**src/rtl/fsk_demod_corr.sv**
```systemverilog
// fsk_demod_corr: non-coherent binary FSK demodulator.
// Each symbol is correlated against square-wave I/Q references for two tones.
// The tone phases and the symbol length come from internal accumulators.
// At the symbol boundary the bit is decided by comparing the two energy metrics.
module fsk_demod_corr #(
    parameter  int DATA_W  = 11,
    parameter  int SYM_LEN = 800,
    parameter  int PHASE_W = 16,
    parameter  int INC_F1  = 655,
    parameter  int INC_F2  = 1311,
    localparam int ACC_W   = DATA_W + $clog2(SYM_LEN) + 1,
    localparam int MET_W   = ACC_W + 1
) (
    input  logic              clk,
    input  logic              reset,
    input  logic              in_valid,
    input  logic [DATA_W-1:0] in_data,
    output logic              in_ready,
    input  logic              sym_start,
    output logic              bit_out,
    output logic              bit_valid,
    output logic [MET_W-1:0]  metric_f1,
    output logic [MET_W-1:0]  metric_f2
);

    localparam int CNT_W = $clog2(SYM_LEN);

    localparam logic [PHASE_W-1:0] PH_INC1  = PHASE_W'(INC_F1);
    localparam logic [PHASE_W-1:0] PH_INC2  = PHASE_W'(INC_F2);
    localparam logic [PHASE_W-1:0] PH_ZERO  = {PHASE_W{1'b0}};
    localparam logic [CNT_W-1:0]   CNT_LAST = CNT_W'(SYM_LEN - 1);
    localparam logic [CNT_W-1:0]   CNT_ZERO = {CNT_W{1'b0}};
    localparam logic [ACC_W-1:0]   ACC_ZERO = {ACC_W{1'b0}};
    localparam logic [MET_W-1:0]   MET_ZERO = {MET_W{1'b0}};

    typedef enum logic [0:0] {
        ST_ACCUM  = 1'b0,
        ST_DECIDE = 1'b1
    } state_t;

    // Magnitude of a signed accumulator, widened by one bit so that the most
    // negative value still has a representable magnitude.
    function automatic logic [MET_W-1:0] abs_ext(input logic [ACC_W-1:0] a);
        logic [MET_W-1:0] ext;
        ext = {a[ACC_W-1], a};
        if (a[ACC_W-1]) begin
            abs_ext = (~ext) + {{(MET_W-1){1'b0}}, 1'b1};
        end else begin
            abs_ext = ext;
        end
    endfunction

    // One correlation step: the reference is +/-1, so multiply becomes add or subtract.
    function automatic logic [ACC_W-1:0] corr_step(input logic [ACC_W-1:0] base,
                                                   input logic [ACC_W-1:0] x,
                                                   input logic             neg);
        if (neg) begin
            corr_step = base - x;
        end else begin
            corr_step = base + x;
        end
    endfunction

    state_t             r_state;
    logic               r_in_ready;
    logic [PHASE_W-1:0] r_ph1;
    logic [PHASE_W-1:0] r_ph2;
    logic [CNT_W-1:0]   r_cnt;
    logic [ACC_W-1:0]   r_acc_i1;
    logic [ACC_W-1:0]   r_acc_q1;
    logic [ACC_W-1:0]   r_acc_i2;
    logic [ACC_W-1:0]   r_acc_q2;
    logic [MET_W-1:0]   r_metric_f1;
    logic [MET_W-1:0]   r_metric_f2;
    logic               r_bit_out;
    logic               r_bit_valid;

    logic               w_accept;
    logic [ACC_W-1:0]   w_x_ext;
    logic [PHASE_W-1:0] w_ph1_cur;
    logic [PHASE_W-1:0] w_ph2_cur;
    logic [CNT_W-1:0]   w_cnt_base;
    logic [ACC_W-1:0]   w_acc_i1_nxt;
    logic [ACC_W-1:0]   w_acc_q1_nxt;
    logic [ACC_W-1:0]   w_acc_i2_nxt;
    logic [ACC_W-1:0]   w_acc_q2_nxt;
    logic [MET_W-1:0]   w_metric_f1;
    logic [MET_W-1:0]   w_metric_f2;

    // Accept path: a resync strobe restarts the symbol, so the sample taken in
    // that cycle correlates against phase 0 and empty accumulators.
    always_comb begin
        w_accept = in_valid & r_in_ready;
        w_x_ext  = {{(ACC_W-DATA_W){in_data[DATA_W-1]}}, in_data};
        if (sym_start) begin
            w_ph1_cur    = PH_ZERO;
            w_ph2_cur    = PH_ZERO;
            w_cnt_base   = CNT_ZERO;
            w_acc_i1_nxt = corr_step(ACC_ZERO, w_x_ext, 1'b0);
            w_acc_q1_nxt = corr_step(ACC_ZERO, w_x_ext, 1'b0);
            w_acc_i2_nxt = corr_step(ACC_ZERO, w_x_ext, 1'b0);
            w_acc_q2_nxt = corr_step(ACC_ZERO, w_x_ext, 1'b0);
        end else begin
            w_ph1_cur    = r_ph1;
            w_ph2_cur    = r_ph2;
            w_cnt_base   = r_cnt;
            w_acc_i1_nxt = corr_step(r_acc_i1, w_x_ext, r_ph1[PHASE_W-1]);
            w_acc_q1_nxt = corr_step(r_acc_q1, w_x_ext, r_ph1[PHASE_W-1] ^ r_ph1[PHASE_W-2]);
            w_acc_i2_nxt = corr_step(r_acc_i2, w_x_ext, r_ph2[PHASE_W-1]);
            w_acc_q2_nxt = corr_step(r_acc_q2, w_x_ext, r_ph2[PHASE_W-1] ^ r_ph2[PHASE_W-2]);
        end
    end

    // Tone energies from the finished symbol's accumulators.
    always_comb begin
        w_metric_f1 = abs_ext(r_acc_i1) + abs_ext(r_acc_q1);
        w_metric_f2 = abs_ext(r_acc_i2) + abs_ext(r_acc_q2);
    end

    // Control FSM with correlation datapath and registered decision outputs.
    always_ff @(posedge clk) begin
        if (!reset) begin
            r_state     <= ST_ACCUM;
            r_in_ready  <= 1'b0;
            r_ph1       <= PH_ZERO;
            r_ph2       <= PH_ZERO;
            r_cnt       <= CNT_ZERO;
            r_acc_i1    <= ACC_ZERO;
            r_acc_q1    <= ACC_ZERO;
            r_acc_i2    <= ACC_ZERO;
            r_acc_q2    <= ACC_ZERO;
            r_metric_f1 <= MET_ZERO;
            r_metric_f2 <= MET_ZERO;
            r_bit_out   <= 1'b0;
            r_bit_valid <= 1'b0;
        end else begin
            r_bit_valid <= 1'b0;
            case (r_state)
                ST_ACCUM: begin
                    r_in_ready <= 1'b1;
                    if (w_accept) begin
                        r_acc_i1 <= w_acc_i1_nxt;
                        r_acc_q1 <= w_acc_q1_nxt;
                        r_acc_i2 <= w_acc_i2_nxt;
                        r_acc_q2 <= w_acc_q2_nxt;
                        r_ph1    <= w_ph1_cur + PH_INC1;
                        r_ph2    <= w_ph2_cur + PH_INC2;
                        if (w_cnt_base == CNT_LAST) begin
                            r_cnt      <= CNT_ZERO;
                            r_state    <= ST_DECIDE;
                            r_in_ready <= 1'b0;
                        end else begin
                            r_cnt <= w_cnt_base + {{(CNT_W-1){1'b0}}, 1'b1};
                        end
                    end else if (sym_start) begin
                        r_acc_i1 <= ACC_ZERO;
                        r_acc_q1 <= ACC_ZERO;
                        r_acc_i2 <= ACC_ZERO;
                        r_acc_q2 <= ACC_ZERO;
                        r_ph1    <= PH_ZERO;
                        r_ph2    <= PH_ZERO;
                        r_cnt    <= CNT_ZERO;
                    end else begin
                        r_cnt <= r_cnt;
                    end
                end
                ST_DECIDE: begin
                    // A resync here drops the decision; outputs keep their old values.
                    if (!sym_start) begin
                        r_metric_f1 <= w_metric_f1;
                        r_metric_f2 <= w_metric_f2;
                        r_bit_out   <= (w_metric_f2 > w_metric_f1);
                        r_bit_valid <= 1'b1;
                    end else begin
                        r_bit_valid <= 1'b0;
                    end
                    r_acc_i1   <= ACC_ZERO;
                    r_acc_q1   <= ACC_ZERO;
                    r_acc_i2   <= ACC_ZERO;
                    r_acc_q2   <= ACC_ZERO;
                    r_ph1      <= PH_ZERO;
                    r_ph2      <= PH_ZERO;
                    r_cnt      <= CNT_ZERO;
                    r_state    <= ST_ACCUM;
                    r_in_ready <= 1'b1;
                end
                default: begin
                    r_acc_i1   <= ACC_ZERO;
                    r_acc_q1   <= ACC_ZERO;
                    r_acc_i2   <= ACC_ZERO;
                    r_acc_q2   <= ACC_ZERO;
                    r_ph1      <= PH_ZERO;
                    r_ph2      <= PH_ZERO;
                    r_cnt      <= CNT_ZERO;
                    r_state    <= ST_ACCUM;
                    r_in_ready <= 1'b0;
                end
            endcase
        end
    end

    assign in_ready  = r_in_ready;
    assign bit_out   = r_bit_out;
    assign bit_valid = r_bit_valid;
    assign metric_f1 = r_metric_f1;
    assign metric_f2 = r_metric_f2;

endmodule

```
**config.mk**
```make
export PLATFORM = sky130hd
export DESIGN_NAME = fsk_demod_corr
export DESIGN_NICKNAME = d
export VERILOG_FILES = /design/src/rtl/fsk_demod_corr.sv
export SDC_FILE = /design/constraint.sdc
export NUM_CORES = 1
export LEC_CHECK = 0
export CAP_MARGIN = 20
export CORE_ASPECT_RATIO = 1.5
export CORE_UTILIZATION = 55
export DETAILED_ROUTE_END_ITERATION = 7
export MAX_ROUTING_LAYER = met4
export PLACE_DENSITY = 0.77
export REMOVE_ABC_BUFFERS = 1
export SYNTH_ARGS = -nofsm -noshare
export SYNTH_HDL_FRONTEND = slang
export SYNTH_SLANG_ARGS = --single-unit
```
**constraint.sdc**
```tcl
create_clock -name clk -period 7.2 [get_ports clk]
set_input_delay 0.72 -clock clk [delete_from_list [all_inputs] [get_ports clk]]
set_output_delay 0.72 -clock clk [all_outputs]
set_load 0.1 [all_outputs]
```
* After elaboration in Yosys (flattened, before gate mapping)
Index checks and enable logic that the tools add are counted.
** Word-level totals
- Register bits after elaboration :: 180
- Output and inout bits :: 49
- Word-level logic and storage cells :: 82
** Cells by class
- Add/subtract/negate cells :: 17
- Order comparisons :: 1
- Equality and inequality tests :: 2
- Muxes and demuxes :: 38
- Bitwise gates (word level) :: 9
- Reductions and logical operators :: 2
** Operator list (number)
- 2-to-1 mux 22 bit :: 13
- one-hot mux 22 bit (2 select lines) :: 4
- adder 23 x 1 -> 23 bit, second input constant :: 4
- 2-to-1 mux 23 bit :: 4
- NOT 23 bit :: 4
- adder 22 bit :: 4
- subtractor 22 bit :: 4
- 2-to-1 mux 16 bit :: 4
- one-hot mux 16 bit (2 select lines) :: 2
- adder 23 bit :: 2
- 2-to-1 mux 10 bit :: 3
- > comparator 23 bit :: 1
- one-hot mux 10 bit (2 select lines) :: 1
- adder 16 x 10 -> 16 bit, second input constant :: 1
- adder 16 x 11 -> 16 bit, second input constant :: 1
- adder 10 x 1 -> 10 bit, second input constant :: 1
- equality test 10 bit, second input constant :: 1
- 2-to-1 mux 1 bit :: 5
- one-hot mux 1 bit (2 select lines) :: 2
- AND reduction 2 bit :: 2
- != test 3 bit, second input constant :: 1
- NOT 1 bit :: 2
- XOR 1 bit :: 2
- bitwise AND 1 bit :: 1

* Depth between registers and ports, before layout
- Depth in word-level cells :: 5
- Gate-level depth with buffers :: 25

* Least setup slack after synthesis
Ideal clock, no wire load.
- Kind :: reg2reg
- Start point :: reg r_acc_q2[2]
- End point :: reg r_bit_out (netlist: bit_out)
- Library setup time :: 0.124 ns
- Data arrival time :: 4.599 ns
- Slack :: 2.477 ns
- Cell stages (with the launch flop) :: 23
- Clock period less this slack :: 4.723 ns
- Cell sequence :: dfxtp_1 > nor3_1 > nand3_1 > or4_1 > or3_1 > o31ai_1 > xnor2_1 > ha_1 > a21o_1 > a21oi_1 > nor2b_1 > a311oi_1 > o21ai_1 > a21o_1 > a21o_1 > a21o_1 > a21oi_1 > inv_1 > ha_1 > nand4_1 > nor4_1 > and3_1 > o31ai_1
** On the way
- Cells in the longest elaborated chain, start to end :: 5
** Ends and longest elaborated chain
- start, declared :: line 72 : logic [ACC_W-1:0] r_acc_q2;
- start signal, assigned :: line 145 : r_acc_q2 <= w_acc_q2_nxt;
- NOT 23 bit :: line 47 : abs_ext = (~ext) + {{(MET_W-1){1'b0}}, 1'b1};
- adder 23 x 1 -> 23 bit :: line 47
- 2-to-1 mux 23 bit * :: line 46 : if (a[ACC_W-1]) begin
- adder 23 bit * :: line 117 : w_metric_f2 = abs_ext(r_acc_i2) + abs_ext(r_acc_q2);
- via w_metric_f2[22] :: line 88 : logic [MET_W-1:0] w_metric_f2;
- > comparator 23 bit * :: line 172 : r_bit_out <= (w_metric_f2 > w_metric_f1);
- end signal, assigned :: line 172
- end, declared :: line 75 : logic r_bit_out;
Mark *: on every way through the listed nets, which the timed path passes. The rest lies on a longest branch.
A chain may end at the register's enable or synchronous reset.

* Worst setup path in the final report
Ends and elaborated chain as after synthesis.

==> impl_metrics.env <==
export IMPL_dr_total_vias=15720
export IMPL_power_share_combinational=0.343
export IMPL_critPathTopFamily="simple AND/OR/NAND/NOR gates"
export IMPL_timing_rr_end="bit_out"
export IMPL_dpl_hpwl_um=34940
export IMPL_status="complete, no violations"
export IMPL_synth_avg_cell_area_um2=7.523
export IMPL_fin_nets=2320
export IMPL_totalNegativeSetupSlack_ns=0
export IMPL_tightest_slew_ns=1.072
export IMPL_wl_per_cell_um=18.50
export IMPL_cts_sinks=180
export IMPL_cap_viol_max_count=0
export IMPL_firstDrtPassIters=7
export IMPL_slew_viol_final=0
export IMPL_hold_class="reg2reg"
export IMPL_gp_congestion=0.9929
export IMPL_grt_util_all_layers=0.3304
export IMPL_clockRootBuffer="clkbuf_16"
export IMPL_diodes=0
export IMPL_arrival_ns=6.71
export IMPL_min_to="metric_f2[6]"
export IMPL_finalCritPeriodShare=0.8830
export IMPL_power_leakage_nw=7.296
export IMPL_final_antenna_net_count=0
export IMPL_min_path_cells=2
export IMPL_fmax_mhz=157.3
export IMPL_pre_cts_slack_ns=0.9963
export IMPL_core_um2=28720
export IMPL_report_final_hold_viol_count=0
export IMPL_ys_seq_area_frac=0.2241
export IMPL_post_cts_repair_setup_buffers=0
export IMPL_crit_slowest_cell="nor4_1"
export IMPL_r2r_slack_ns=0.84
export IMPL_cts_resized=0
export IMPL_powerDensity_nw_per_um2=173.0
export IMPL_power_share_clock=0.300
export IMPL_dieArea_um2=29930
export IMPL_clock_skew_ns=0.01280
export IMPL_drcViolationCount=0
export IMPL_grt_pass1_wl_um=75360
export IMPL_p_switching_mw=1.153
export IMPL_cts_buffers=17
export IMPL_worstPathCellList="nor3_1 -> nand3_1 -> or4_1 -> or3_1 -> o31ai_1 -> xnor2_1 -> ha_1 -> a21o_1 -> a21oi_1 -> nor2b_1 -> a311oi_1 -> o21ai_1 -> a21o_1 -> a21o_1 -> a21o_1 -> a21oi_1 -> inv_1 -> ha_1 -> nand4_1 -> nor4_1 -> and3_1 -> o31ai_1"
export IMPL_crit_fanout=6
export IMPL_rr_worst_depth=22
export IMPL_crit_path_frequent_cell="a21o_1"
export IMPL_pwr_share_seq=0.357
export IMPL_ys_ff_latch=180
export IMPL_path_clk_slew_ns=0.08
export IMPL_ys_types=85
export IMPL_path_class="reg2reg"
export IMPL_switching_share=0.3797
export IMPL_crit_required_ns=7.55
export IMPL_die_width_um=141.6
export IMPL_initial_core_util=0.5598
export IMPL_slew_headroom=0.2842
export IMPL_tritoncts="yes"
export IMPL_critPathLaunchType="register"
export IMPL_h_tree_depth=4
export IMPL_endpoint_kind="register"
export IMPL_wirelength_um=47060
export IMPL_fp_dieH_um=211.4
export IMPL_cell_internal_pwr_mw=1.883
export IMPL_drive_above_1_share=0.05060
export IMPL_hold_buffers=0
export IMPL_fin_util=0.6112
export IMPL_hp_start="metric_f2[6]"
export IMPL_portBuffers=63
export IMPL_antenna_found_initial=0
export IMPL_num_rows=76
export IMPL_setup_viol=0
export IMPL_synth_edf_count=0
export IMPL_grt_setup_unrepaired="no"
export IMPL_path_depth=22
export IMPL_cpPeakStageDelay_ns=0.65
export IMPL_via_per_inst=6.180
export IMPL_synth_async_sr_flop_share=0
export IMPL_setup_slack_ns=0.8423
export IMPL_syn_cell_area_um2=16080
export IMPL_grt_ovfl_total=0
export IMPL_fin_crit_ns=6.358
export IMPL_yosys_warnings=0
export IMPL_drt_initial_drc_count=958
export IMPL_synthCells=2137
export IMPL_critPathBufInv=1
export IMPL_grt_max_degree=95
export IMPL_clk_path_buf_depth=2
export IMPL_dominantRegCellSynth="dfxtp_1"
export IMPL_ios=64
export IMPL_clock_latency_ns=0.47
export IMPL_area_growth_pct=9.176
export IMPL_regToRegStartpoint="r_acc_q2[2]"
export IMPL_whs_ns=0.4537
export IMPL_peakVddDrop_uv=183.7
export IMPL_grt_pass1_vias=15630
==> routing by layer <==
| metal | GRT usage | part of all wire | vias to the layer above |
|---|---|---|---|
| li1 | - | - | 7583 |
| met4 | 0.2562 | 0.075 | 0 |
| met3 | 0.03823 | 0.048 | 208 |
| met5 | - | 0 | - |
| met1 | 0.3249 | 0.37 | 7414 |
| met2 | 0.5903 | 0.51 | 516 |
==> power groups by stage <==
stage / Combinational [mW] / Clock (mW) / Sequential (mW)
floorplan: 0.728 / 0 / 1.09
global placement: 0.992 / 0 / 1.10
detailed placement: 1.01 / 0 / 1.10
CTS: 1.02 / 0.930 / 1.08
global route: 1.14 / 0.961 / 1.09
finish: 1.04 / 0.912 / 1.08
==> kinds of logic (layout without fill, tap and decap cells) <==
family	after synthesis	after routing	synth area share
xor gates and xnor gates	241	241	0.1318
muxes	8	8	0.005448
adders and majority gates	164	164	0.1304
buffers and inverters	163	180	0.03985
and+or+nand+nor	754	754	0.2221
AOI/OAI and AO/OA	627	627	0.2462
DFF	180	180	0.2241
==> layout make-up <==
| cell class | count | area, um2 |
|---|---|---|
| fill | 2649 | 11170 |
| sequential | 180 | 3603 |
| clock inverter | 15 | 122.6 |
| clock buffer | 17 | 425.4 |
| timing repair buffer | 84 | 818.3 |
| inverter | 64 | 241.5 |
| multi-input combinational | 1794 | 11850 |
| tap | 390 | 488.0 |
==> per-stage QoR <==
stage	area [um2]	cells	total power [mW]
3_3_place_gp	16960	2510	2.093
3_5_place_dp	16980	2511	2.115
4_1_cts	17520	2543	3.030
6_report	17550	2544	3.036
5_1_grt	17550	2544	3.189
2_1_floorplan	15680	2038	1.818
==> cells in the mapped netlist, types with 5 or more instances <==
library cell / instances / area (um2)
a211oi_1: 16 / 120.1
a21boi_0: 8 / 60.06
a21o_1: 49 / 367.9
a21oi_1: 218 / 1091
a221o_1: 6 / 60.06
a22oi_1: 23 / 172.7
a311oi_1: 6 / 52.55
a31oi_1: 13 / 81.33
and2_1: 17 / 106.4
and3_1: 19 / 118.9
buf_1: 14 / 52.55
buf_2: 6 / 30.03
clkbuf_1: 76 / 285.3
dfxtp_1: 180 / 3603
fa_1: 6 / 120.1
ha_1: 158 / 1977
inv_1: 63 / 236.5
mux2_2: 6 / 67.56
nand2_1: 248 / 930.9
nand2b_1: 22 / 137.6
nand3_1: 36 / 180.2
nand3b_1: 6 / 45.04
nand4_1: 13 / 81.33
nor2_1: 234 / 878.3
nor2b_1: 30 / 187.7
nor3_1: 49 / 245.2
nor4_1: 9 / 56.30
nor4b_1: 5 / 43.79
o211ai_1: 6 / 45.04
o21a_1: 21 / 157.7
o21ai_0: 156 / 780.8
o21ai_1: 6 / 30.03
o21bai_1: 14 / 105.1
o31ai_1: 35 / 262.8
o41ai_1: 9 / 78.83
or2_2: 5 / 31.28
or3_1: 22 / 137.6
or4_1: 10 / 75.07
xnor2_1: 173 / 1515
xor2_1: 67 / 586.8
==> sequential cells by signal, summed over array words and instances, names as in the netlist, 10 cells and up <==
register   flops
metric_f1     23
metric_f2     23
r_acc_i1      22
r_acc_i2      22
r_acc_q1      22
r_acc_q2      22
r_ph1         16
r_ph2         16
r_cnt         10
==> layout by cell type, fill, tap and decap left out, drive strengths merged, types with 24 or more instances in the layout <==
cell             n
xor2            67
inv             68
a21o            49
dfxtp          180
nand2b          24
nor2b           30
o21ai          164
xnor2          174
ha             158
o31ai           37
nand2          248
nand3           36
a21oi          220
nor3            51
clkdlybuf4s50   62
nor2           234
==> how the worst max path moves through the flow <==
stage                      startpoint           end  slack (ns)
after detailed placement  r_acc_q2[2]       bit_out         1.0
after global routing      r_acc_q2[2]       bit_out        0.52
final                     r_acc_q2[2]       bit_out        0.84
after floorplan              in_ready  r_acc_i1[20]        1.71
after global placement    r_acc_q2[2]       bit_out        1.04
after CTS                 r_acc_q2[2]       bit_out        0.96
==> worst reg2reg max path: stages, from the launching register on <==
cell	delay [ns]
dfxtp_1	0.38
nor3_1	0.28
nand3_1	0.19
or4_1	0.53
or3_1	0.44
o31ai_1	0.26
xnor2_1	0.16
ha_1	0.29
a21o_1	0.19
a21oi_1	0.21
nor2b_1	0.07
a311oi_1	0.37
o21ai_1	0.26
a21o_1	0.25
a21o_1	0.20
a21o_1	0.18
a21oi_1	0.20
inv_1	0.11
ha_1	0.32
nand4_1	0.34
nor4_1	0.66
and3_1	0.30
o31ai_1	0.07
(Power assumes the default switching activity.)
